--- src/rtl/cmn_state_pkg.sv ---
// ============================================================================
// Module      : cmn_state_pkg
// Description : Shared control-state encoding used by streaming stages.
// Revision    : 1.0 - initial release
// ============================================================================
`default_nettype none

package cmn_state_pkg;

    typedef enum logic [1:0] {
        IDLE = 2'd0,
        RUN  = 2'd1,
        STOP = 2'd2,
        ERR  = 2'd3
    } state_t;

endpackage : cmn_state_pkg

`default_nettype wire

--- src/rtl/complex_mac_pkg.sv ---
// ============================================================================
// Module      : complex_mac_pkg
// Description : Types, default sizes and helpers for the complex MAC stage.
// Revision    : 1.0 - initial release
// ============================================================================
`default_nettype none

package complex_mac_pkg;

    // Default sample width and frame depth
    localparam int WIDTH     = 8;
    localparam int DEPTH     = 16;
    localparam int ACC_WIDTH = 2*WIDTH + $clog2(DEPTH) + 2;

    typedef struct packed {
        logic signed [WIDTH-1:0] re;
        logic signed [WIDTH-1:0] im;
    } cplx_t;

    typedef struct packed {
        logic signed [ACC_WIDTH-1:0] re;
        logic signed [ACC_WIDTH-1:0] im;
    } acc_t;

    // Two's-complement add overflow: operands agree in sign, sum does not
    function automatic logic add_ovf(input logic a_msb,
                                     input logic b_msb,
                                     input logic s_msb);
        return (a_msb == b_msb) && (s_msb != a_msb);
    endfunction

endpackage : complex_mac_pkg

`default_nettype wire

--- src/rtl/complex_mac_unit_cplx_mult.sv ---
// ============================================================================
// Module      : cplx_mult
// Description : Registered signed complex multiplier (first pipeline stage).
//               Products are 2*DATA_W+1 bits so the re/im sums never wrap.
// Revision    : 1.0 - initial release
// ============================================================================
`default_nettype none

module cplx_mult
    import complex_mac_pkg::*;
#(
    parameter int DATA_W = WIDTH
) (
    input  logic                       clk,
    input  logic                       rst_n,
    input  logic                       i_valid,
    input  logic signed [DATA_W-1:0]   i_a_re,
    input  logic signed [DATA_W-1:0]   i_a_im,
    input  logic signed [DATA_W-1:0]   i_b_re,
    input  logic signed [DATA_W-1:0]   i_b_im,
    output logic                       o_valid,
    output logic signed [2*DATA_W:0]   o_p_re,
    output logic signed [2*DATA_W:0]   o_p_im
);

    localparam int c_PROD_W = 2*DATA_W + 1;

    logic signed [c_PROD_W-1:0] w_rr;
    logic signed [c_PROD_W-1:0] w_ii;
    logic signed [c_PROD_W-1:0] w_ri;
    logic signed [c_PROD_W-1:0] w_ir;
    logic signed [c_PROD_W-1:0] r_p_re;
    logic signed [c_PROD_W-1:0] r_p_im;
    logic                       r_valid;

    assign w_rr = c_PROD_W'(i_a_re) * c_PROD_W'(i_b_re);
    assign w_ii = c_PROD_W'(i_a_im) * c_PROD_W'(i_b_im);
    assign w_ri = c_PROD_W'(i_a_re) * c_PROD_W'(i_b_im);
    assign w_ir = c_PROD_W'(i_a_im) * c_PROD_W'(i_b_re);

    // Capture the complex product on each accepted sample
    always_ff @(posedge clk or negedge rst_n) begin
        if (!rst_n) begin
            r_valid <= 1'b0;
            r_p_re  <= '0;
            r_p_im  <= '0;
        end else begin
            r_valid <= i_valid;
            if (i_valid) begin
                r_p_re <= w_rr - w_ii;
                r_p_im <= w_ri + w_ir;
            end
        end
    end

    assign o_valid = r_valid;
    assign o_p_re  = r_p_re;
    assign o_p_im  = r_p_im;

endmodule : cplx_mult

`default_nettype wire

--- src/rtl/complex_mac_unit.sv ---
// ============================================================================
// Module      : complex_mac_unit
// Description : Streaming complex multiply-accumulate over FRAME_LEN samples
//               with a valid/ready frame-sum output and IDLE/RUN/STOP/ERR
//               control.
//               Build option COMPLEX_MAC_SAT_EN: accumulator saturates and
//               raises a sticky err instead of wrapping into ERR.
// Revision    : 1.0 - initial release
// ============================================================================
`default_nettype none

module complex_mac_unit
    import cmn_state_pkg::*;
    import complex_mac_pkg::*;
#(
    parameter int DATA_W    = WIDTH,
    parameter int FRAME_LEN = DEPTH,
    parameter int ACC_W     = 2*DATA_W + $clog2(FRAME_LEN) + 2
) (
    input  logic                      clk,
    input  logic                      rst_n,
    input  logic                      start,
    input  logic                      clear,
    input  logic                      in_valid,
    output logic                      in_ready,
    input  logic signed [DATA_W-1:0]  a_re,
    input  logic signed [DATA_W-1:0]  a_im,
    input  logic signed [DATA_W-1:0]  b_re,
    input  logic signed [DATA_W-1:0]  b_im,
    output logic                      out_valid,
    input  logic                      out_ready,
    output logic signed [ACC_W-1:0]   acc_re,
    output logic signed [ACC_W-1:0]   acc_im,
    output logic [1:0]                state,
    output logic                      err
);

`ifdef COMPLEX_MAC_SAT_EN
    localparam bit c_SAT_EN = 1'b1;
`else
    localparam bit c_SAT_EN = 1'b0;
`endif

    localparam int c_PROD_W = 2*DATA_W + 1;
    localparam int c_CNT_W  = $clog2(FRAME_LEN + 1);
    localparam logic [c_CNT_W-1:0]      c_FRAME_CNT = c_CNT_W'(FRAME_LEN);
    localparam logic signed [ACC_W-1:0] c_ACC_MAX   = {1'b0, {(ACC_W-1){1'b1}}};
    localparam logic signed [ACC_W-1:0] c_ACC_MIN   = {1'b1, {(ACC_W-1){1'b0}}};

    state_t                       r_state;
    state_t                       w_next_state;
    logic                         w_in_ready;
    logic                         w_out_valid;
    logic                         w_hs;
    logic [c_CNT_W-1:0]           r_cnt;
    logic                         r_err;
    logic signed [ACC_W-1:0]      r_acc_re;
    logic signed [ACC_W-1:0]      r_acc_im;

    logic                         r_p_valid;
    logic signed [c_PROD_W-1:0]   w_p_re;
    logic signed [c_PROD_W-1:0]   w_p_im;
    logic signed [ACC_W-1:0]      w_ext_re;
    logic signed [ACC_W-1:0]      w_ext_im;
    logic signed [ACC_W-1:0]      w_sum_re;
    logic signed [ACC_W-1:0]      w_sum_im;
    logic                         w_ovf_re;
    logic                         w_ovf_im;
    logic                         w_ovf;
    logic signed [ACC_W-1:0]      w_acc_nxt_re;
    logic signed [ACC_W-1:0]      w_acc_nxt_im;

    assign w_hs = in_valid && w_in_ready;

    cplx_mult #(
        .DATA_W (DATA_W)
    ) u_mult (
        .clk     (clk),
        .rst_n   (rst_n),
        .i_valid (w_hs),
        .i_a_re  (a_re),
        .i_a_im  (a_im),
        .i_b_re  (b_re),
        .i_b_im  (b_im),
        .o_valid (r_p_valid),
        .o_p_re  (w_p_re),
        .o_p_im  (w_p_im)
    );

    // Size cast sign-extends (or truncates when ACC_W is forced narrow)
    assign w_ext_re = ACC_W'(w_p_re);
    assign w_ext_im = ACC_W'(w_p_im);
    assign w_sum_re = r_acc_re + w_ext_re;
    assign w_sum_im = r_acc_im + w_ext_im;
    assign w_ovf_re = add_ovf(r_acc_re[ACC_W-1], w_ext_re[ACC_W-1], w_sum_re[ACC_W-1]);
    assign w_ovf_im = add_ovf(r_acc_im[ACC_W-1], w_ext_im[ACC_W-1], w_sum_im[ACC_W-1]);
    assign w_ovf    = w_ovf_re || w_ovf_im;

    // On overflow clamp toward the side the accumulator was already on
    assign w_acc_nxt_re = (c_SAT_EN && w_ovf_re)
                        ? (r_acc_re[ACC_W-1] ? c_ACC_MIN : c_ACC_MAX) : w_sum_re;
    assign w_acc_nxt_im = (c_SAT_EN && w_ovf_im)
                        ? (r_acc_im[ACC_W-1] ? c_ACC_MIN : c_ACC_MAX) : w_sum_im;

    // State register
    always_ff @(posedge clk or negedge rst_n) begin
        if (!rst_n) begin
            r_state <= IDLE;
        end else begin
            r_state <= w_next_state;
        end
    end

    // Next-state and handshake outputs
    always_comb begin
        w_next_state = r_state;
        w_in_ready   = 1'b0;
        w_out_valid  = 1'b0;
        case (r_state)
            IDLE: begin
                if (!clear && start) begin
                    w_next_state = RUN;
                end
            end
            RUN: begin
                w_in_ready = (r_cnt < c_FRAME_CNT);
                if ((r_cnt == c_FRAME_CNT) && !r_p_valid) begin
                    w_next_state = STOP;
                end
                if (!c_SAT_EN && r_p_valid && w_ovf) begin
                    w_next_state = ERR;
                end
            end
            STOP: begin
                w_out_valid = 1'b1;
                if (clear || out_ready) begin
                    w_next_state = IDLE;
                end
            end
            ERR: begin
                if (clear) begin
                    w_next_state = IDLE;
                end
            end
            default: begin
                w_next_state = IDLE;
            end
        endcase
    end

    // Sample counter, accumulator and error flag
    always_ff @(posedge clk or negedge rst_n) begin
        if (!rst_n) begin
            r_cnt    <= '0;
            r_err    <= 1'b0;
            r_acc_re <= '0;
            r_acc_im <= '0;
        end else begin
            if (r_state == IDLE && start && !clear) begin
                r_cnt    <= '0;
                r_err    <= 1'b0;
                r_acc_re <= '0;
                r_acc_im <= '0;
            end else if (r_state == RUN) begin
                if (w_hs) begin
                    r_cnt <= r_cnt + 1'b1;
                end
                if (r_p_valid) begin
                    r_acc_re <= w_acc_nxt_re;
                    r_acc_im <= w_acc_nxt_im;
                    if (w_ovf) begin
                        r_err <= 1'b1;
                    end
                end
            end else if (clear) begin
                r_err <= 1'b0;
            end
        end
    end

    assign in_ready  = w_in_ready;
    assign out_valid = w_out_valid;
    assign acc_re    = r_acc_re;
    assign acc_im    = r_acc_im;
    assign state     = r_state;
    assign err       = r_err;

endmodule : complex_mac_unit

`default_nettype wire
--- config.mk ---
export PLATFORM = sky130hd
export DESIGN_NAME = complex_mac_unit
export DESIGN_NICKNAME = d
export VERILOG_FILES = /design/src/rtl/cmn_state_pkg.sv /design/src/rtl/complex_mac_pkg.sv /design/src/rtl/complex_mac_unit_cplx_mult.sv /design/src/rtl/complex_mac_unit.sv
export SDC_FILE = /design/constraint.sdc
export NUM_CORES = 1
export LEC_CHECK = 0
export ABC_AREA = 1
export BUFFER_PORTS_ARGS = -buffer_cell sky130_fd_sc_hd__buf_2
export CAP_MARGIN = 0
export CORE_AREA = 3 3 192 194
export CTS_BUF_LIST = sky130_fd_sc_hd__clkbuf_4 sky130_fd_sc_hd__clkbuf_8
export CTS_CLUSTER_DIAMETER = 200
export DETAILED_ROUTE_END_ITERATION = 10
export DIE_AREA = 0 0 195 197
export PLACE_DENSITY = 0.67
export SLEW_MARGIN = 20
export SYNTH_ARGS = -nofsm -noshare
export SYNTH_HDL_FRONTEND = slang
export SYNTH_SLANG_ARGS = --single-unit
--- constraint.sdc ---
create_clock -name clk -period 2.45 [get_ports clk]
set_input_delay 0 -clock clk [delete_from_list [all_inputs] [get_ports clk]]
set_output_delay 0 -clock clk [all_outputs]
set_load 0.02 [all_outputs]
* Yosys cells after proc, flatten, opt, wreduce, memory -nomap -nowiden
Index checks and enable logic that the tools add are counted.
Word-level totals: output and inout bits 49, latch bits 0, memories 0, memory bits (writable) 0, ROM bits 0, flip-flop bits (word level) 87
Operators by class: bitwise gates (word level) 0, reduce and logical (&&, ||, !) cells 21, equality and inequality tests 14, add/subtract/negate cells 5, mux-type cells 22, divide/modulo/power cells 0, shift operators 0, order comparisons 1, $mul 4
Operator list (number):
- two-way mux 22 bit | 6
- multiplier 8 x 8 -> 16 bit | 4
- adder 22 x 17 -> 22 bit | 2
- adder 17 bit | 1
- subtractor 17 bit | 1
- two-way mux 5 bit | 3
- two-way mux 2 bit | 5
- logical AND 1 bit | 8
- case mux 2 bit (4 select lines) | 1
- two-way mux 1 bit | 7
- inequality test 2 bit (second input constant) | 3
- inequality test 3 bit (second input constant) | 2
- nonzero test 2 bit | 3
- adder 5 x 1 -> 5 bit (second input constant) | 1
- equality test 5 bit (second input constant) | 1
- < comparator 5 bit (second input constant) | 1
- equality test 2 bit (second input constant) | 2
- AND reduction 2 bit | 2
- AND reduction 4 bit | 1
- inequality test 3 x 2 -> 1 bit (second input constant) | 1
- AND reduction 3 bit | 1
- nonzero test 3 bit | 1
- equality test 1 bit | 2
- equality test 2 x 1 -> 1 bit (second input constant) | 1
- 4 further kinds | 7

* Logic depth before layout (Yosys ltp)
depth after elaboration 8, depth in mapped cells 30, depth with buffers taken out 28

* Hierarchy
From an unflattened synthesis, not the netlist that was laid out.
Unflattened totals: cell total of the unflattened synthesis 2194, area total of the unflattened synthesis 16948.8 um^2
By module, submodules not included:
- cplx_mult | seq. area each 875.8 um^2, area each 12500.7 um^2, times used 1, cells each 1560
- complex_mac_unit | seq. area each 1301.2 um^2, area each 4448.0 um^2, times used 1, cells each 634

* Least setup slack after synthesis
Ideal clock, no wire load.
kind input port to flip-flop, start point input port b_im[5], end point register u_mult.r_p_im[14] (netlist: u_mult.o_p_im[14]), arrival 4.979 ns, stages on the path 27, required time 2.333 ns, setup slack -2.647 ns, cells stage by stage clkbuf_1 > clkbuf_1 > nand2_1 > fa_1 > fa_1 > inv_1 > fa_1 > inv_1 > fa_1 > inv_1 > ha_1 > a21oi_1 > nand2_1 > a21oi_1 > nor2_1 > nor2_1 > xor2_1 > inv_1 > ha_1 > nand2_1 > inv_1 > a21oi_1 > nand3_1 > a31o_1 > or2_1 > nand3_1 > nand2_1
Between the ends: cells in the longest elaborated chain, start to end 2
RTL lines:
- start, declared | RTL line complex_mac_unit.sv:29 | input logic signed [DATA_W-1:0] b_im,
- multiplier 8 x 8 -> 16 bit | RTL line complex_mac_unit_cplx_mult.sv:38 | assign w_ri = c_PROD_W'(i_a_re) * c_PROD_W'(i_b_im);
- adder 17 bit | RTL line complex_mac_unit_cplx_mult.sv:51 | r_p_im <= w_ri + w_ir;
- end signal, assigned | RTL line complex_mac_unit_cplx_mult.sv:51
- end, declared | RTL line complex_mac_unit_cplx_mult.sv:33 | logic signed [c_PROD_W-1:0] r_p_im;
No other way between the ends. A chain may end at the register's enable or synchronous reset.

* Worst setup path after layout
start point input port a_im[1], end point register u_mult.r_p_re[15] (netlist: u_mult.o_p_re[15])
Between the ends: cells in the longest elaborated chain, start to end 2
RTL lines:
- start, declared | RTL line complex_mac_unit.sv:27 | input logic signed [DATA_W-1:0] a_im,
- multiplier 8 x 8 -> 16 bit | RTL line complex_mac_unit_cplx_mult.sv:37 | assign w_ii = c_PROD_W'(i_a_im) * c_PROD_W'(i_b_im);
- subtractor 17 bit | RTL line complex_mac_unit_cplx_mult.sv:50 | r_p_re <= w_rr - w_ii;
- end signal, assigned | RTL line complex_mac_unit_cplx_mult.sv:50
- end, declared | RTL line complex_mac_unit_cplx_mult.sv:32 | logic signed [c_PROD_W-1:0] r_p_re;
No other way between the ends.

==> out/qor.yml <==
layout:
  nets: 3248
  area_growth_pct: 32.91
  final_area_mm2: 0.02332
  drive_above_1_share_pct: 28.63
  final_cells: 3259
  diodes: 0
  fillers: 2956
  fin_util_pct: 65.89
logic_synthesis:
  synthTopCellsByArea: "fa_1 (26%), inv_1 (14%), ha_1 (14%), nand2_1 (13%), dfrtp_1 (12%)"
  synth_enable_flop_cells: 0
  synth_top_cell_area_share_pct: 25.56
  yosysUniqueCellTypes: 43
  yosysTopAreaCell: "fa_1"
  post_synth.cell_area_avg_um2: 7.215
  synth.most_common_cell: "inv_1"
  synth_nets: 2886
  async_flop_share_pct: 100.0
  yosysWarningCount: 0
  syn_inst: 2432
  ys_seq_elements: 87
  synth_top_cells_by_count: "inv_1 (641), nand2_1 (587), fa_1 (224)"
  synth_ff_type: "dfrtp_1"
  synth_area_mm2: 0.01755
  yosysSeqAreaShare_pct: 12.41
floorplanning:
  io_pins: 87
  die_y_um: 197
  coreArea_mm2: 0.03540
  die_x_um: 195
  die_area_mm2: 0.03842
  rows: 69
  start_util_pct: 49.57
sta:
  setup_viol: 26
  maxSlewHeadroom_pct: 54.32
  report.final.slew_viol_count: 0
  tightest_slew_ns: 0.6852
  finClkSkew_ns: 0.01693
  hold_viol_final: 0
  fin_ws_ns: -1.986
  min_period_over_period_pct: 181.1
  timing.fmax_mhz: 225.4
  period_needed_ns: 4.436
  rsz0062_at_grt: "yes"
  finalSetupTns_ns: -39.59
run_status:
  violations: "negative setup slack"
  status: "finished, violations left"
global_routing:
  grt_use_met3_pct: 1.949
  gr-usage-met1_pct: 33.62
  grt_use_met2_pct: 42.10
  grt_pass1_vias: 16478
  overflow: 0
  top_usage_layer: "met2"
  antenna_found_initial: 0
  grt_max_degree: 53
  grt_use_total_pct: 24.24
  grt_pass1_wl_um: 77780
place:
  place_area_mm2: 0.02096
  dp_cells: 3188
  gp_congestion: 0.8922
  io_buffers: 86
  hpwl_um: 37350
setup_path:
  arrival_ns: 4.74
  cp-start-kind: "input port"
  crit_type: "input port to register"
  required_ns: 2.76
  cp-end-kind: "register"
  cp_max_fo: 7
clock_network:
  htreeDepth: 3
  clockBufferDepth: 2
  cts_tree: "yes"
  cts_sinks: 87
  clock-root-buffer: "clkbuf_8"
  cts_made_buffers: 9
  clk_pin_slew_ns: 0.10
  clock_latency_ns: 0.38
routing:
  ant_nets: 0
  drt-pass1-iter-count: 5
  vias: 16127
  drt-wirelength-per-cell_um: 14.31
  drcViolationCount: 0
  routed_wl_um: 46640
  dr.first_iter.drc_count: 884
  routed_via_density: 4.948
min_path:
  hold_path.class: "input port to register"
run:
  max_cap_violations: 0
==> final cells by class <==
type	count	area [um2]	share of cell area, %
Clock buffer	10	131.4	0.5633
Clock inverter	5	83.83	0.3595
Inverter	651	2457	10.54
Multi-Input combinational cell	1622	14430	61.86
Sequential cell	87	2178	9.341
Tap cell	461	576.8	2.473
Timing Repair Buffer	423	3467	14.87
==> cells in the final DEF (no fill, tap or decap), types with 11 or more instances in the layout <==
| cell type | netlist | routed |
|---|---|---|
| a21o_1 | 14 | 14 |
| a21oi_1 | 123 | 84 |
| a21oi_2 | 0 | 35 |
| a31oi_1 | 18 | 15 |
| buf_2 | 9 | 54 |
| buf_4 | 0 | 275 |
| buf_6 | 0 | 75 |
| dfrtp_1 | 87 | 86 |
| fa_1 | 224 | 213 |
| fa_2 | 0 | 11 |
| ha_1 | 192 | 131 |
| ha_4 | 0 | 59 |
| inv_1 | 641 | 564 |
| inv_2 | 9 | 81 |
| nand2_1 | 587 | 529 |
| nand2_2 | 9 | 57 |
| nand3_1 | 60 | 45 |
| nand3_2 | 4 | 18 |
| nand4_1 | 13 | 13 |
| nor2_1 | 115 | 100 |
| nor2_2 | 8 | 16 |
| o21ai_0 | 32 | 24 |
| o21ai_1 | 64 | 64 |
| xnor2_1 | 39 | 24 |
| xnor2_2 | 0 | 14 |
| xor2_1 | 48 | 34 |
==> kinds of logic after synthesis <==
kind of cell               count (synthesis)  share of synthesized area [%]
adders and majority gates                416                          39.25
DFF                                       87                          12.41
AOI/OAI and AO/OA                        290                          9.227
buffers and inverters                    723                          15.53
xor gates and xnor gates                  87                          4.343
and+or+nand+nor                          829                          19.25
==> what timing repair did <==
| item | in CTS | in global routing |
|---|---|---|
| endpoints found under the setup margin | 26 | 30 |
| endpoints found under the hold margin | 52 | 0 |
| hold buffers | 5 | 0 |
| setup buffers | 34 | 21 |
| pin swaps | 135 | 143 |
| resized for setup | 253 | 161 |
==> routing by layer <==
layer / up-vias / part of all wire, %
li1: 8001 / -
met2: 388 / 49
met1: 7688 / 45
met5: - / 0
met4: 0 / 1.4
met3: 50 / 4.4
==> stage by stage <==
stage | hold WS (ns) | setup WS (ns)
after global placement | 0.08618 | -2.501
after CTS | 0.006882 | -1.996
final | 0.03163 | -1.986
after global routing | 0.06838 | -2.207
after detailed placement | 0.09244 | -2.566
after floorplan | -0.2956 | -2.198
==> worst paths after layout <==
path | to | cells after the start | startpoint | slack (ns)
worst max-delay path | u_mult.o_p_re[15]$_DFFE_PN0P_ | 24 | a_im[1] | -1.99
worst max register to register | state[0]$_DFFE_PN0P_ | 13 | u_mult.o_p_re[16]$_DFFE_PN0P_ | 0.20
worst min register to register | u_mult.o_p_re[3]$_DFFE_PN0P_ | 2 | u_mult.o_p_re[3]$_DFFE_PN0P_ | 0.50
min in group asynchronous | acc_im[21]$_DFFE_PN0P_ | 2 | rst_n | 0.19
max in group asynchronous | acc_re[5]$_DFFE_PN0P_ | 3 | rst_n | 1.61
worst min-delay path | r_cnt[2]$_DFFE_PN0P_ | 5 | in_valid | 0.03
==> worst max-delay path: stages <==
cell	delay (ns)
clkbuf_4	0.18
buf_12	0.14
nand2_1	0.07
fa_1	0.50
fa_1	0.52
inv_2	0.04
fa_1	0.54
inv_2	0.04
fa_1	0.52
inv_2	0.05
ha_4	0.27
inv_4	0.05
nor3_4	0.18
a21o_1	0.15
nand2_1	0.06
a31oi_1	0.20
xnor2_1	0.15
ha_1	0.38
inv_1	0.12
o31ai_2	0.24
a21oi_2	0.06
nand2_1	0.08
nand2_1	0.05
a31oi_1	0.12
==> registers in the layout, indices dropped and copies added, names as in the netlist <==
register,cells
err,1
u_mult.o_valid,1
u_mult.o_p_im,17
u_mult.o_p_re,17
state,2
r_cnt,5
acc_im,22
acc_re,22
Power is left out: the tool's default activity adds up to more than one toggle a clock period on the data nets, which glitch-free logic cannot reach.
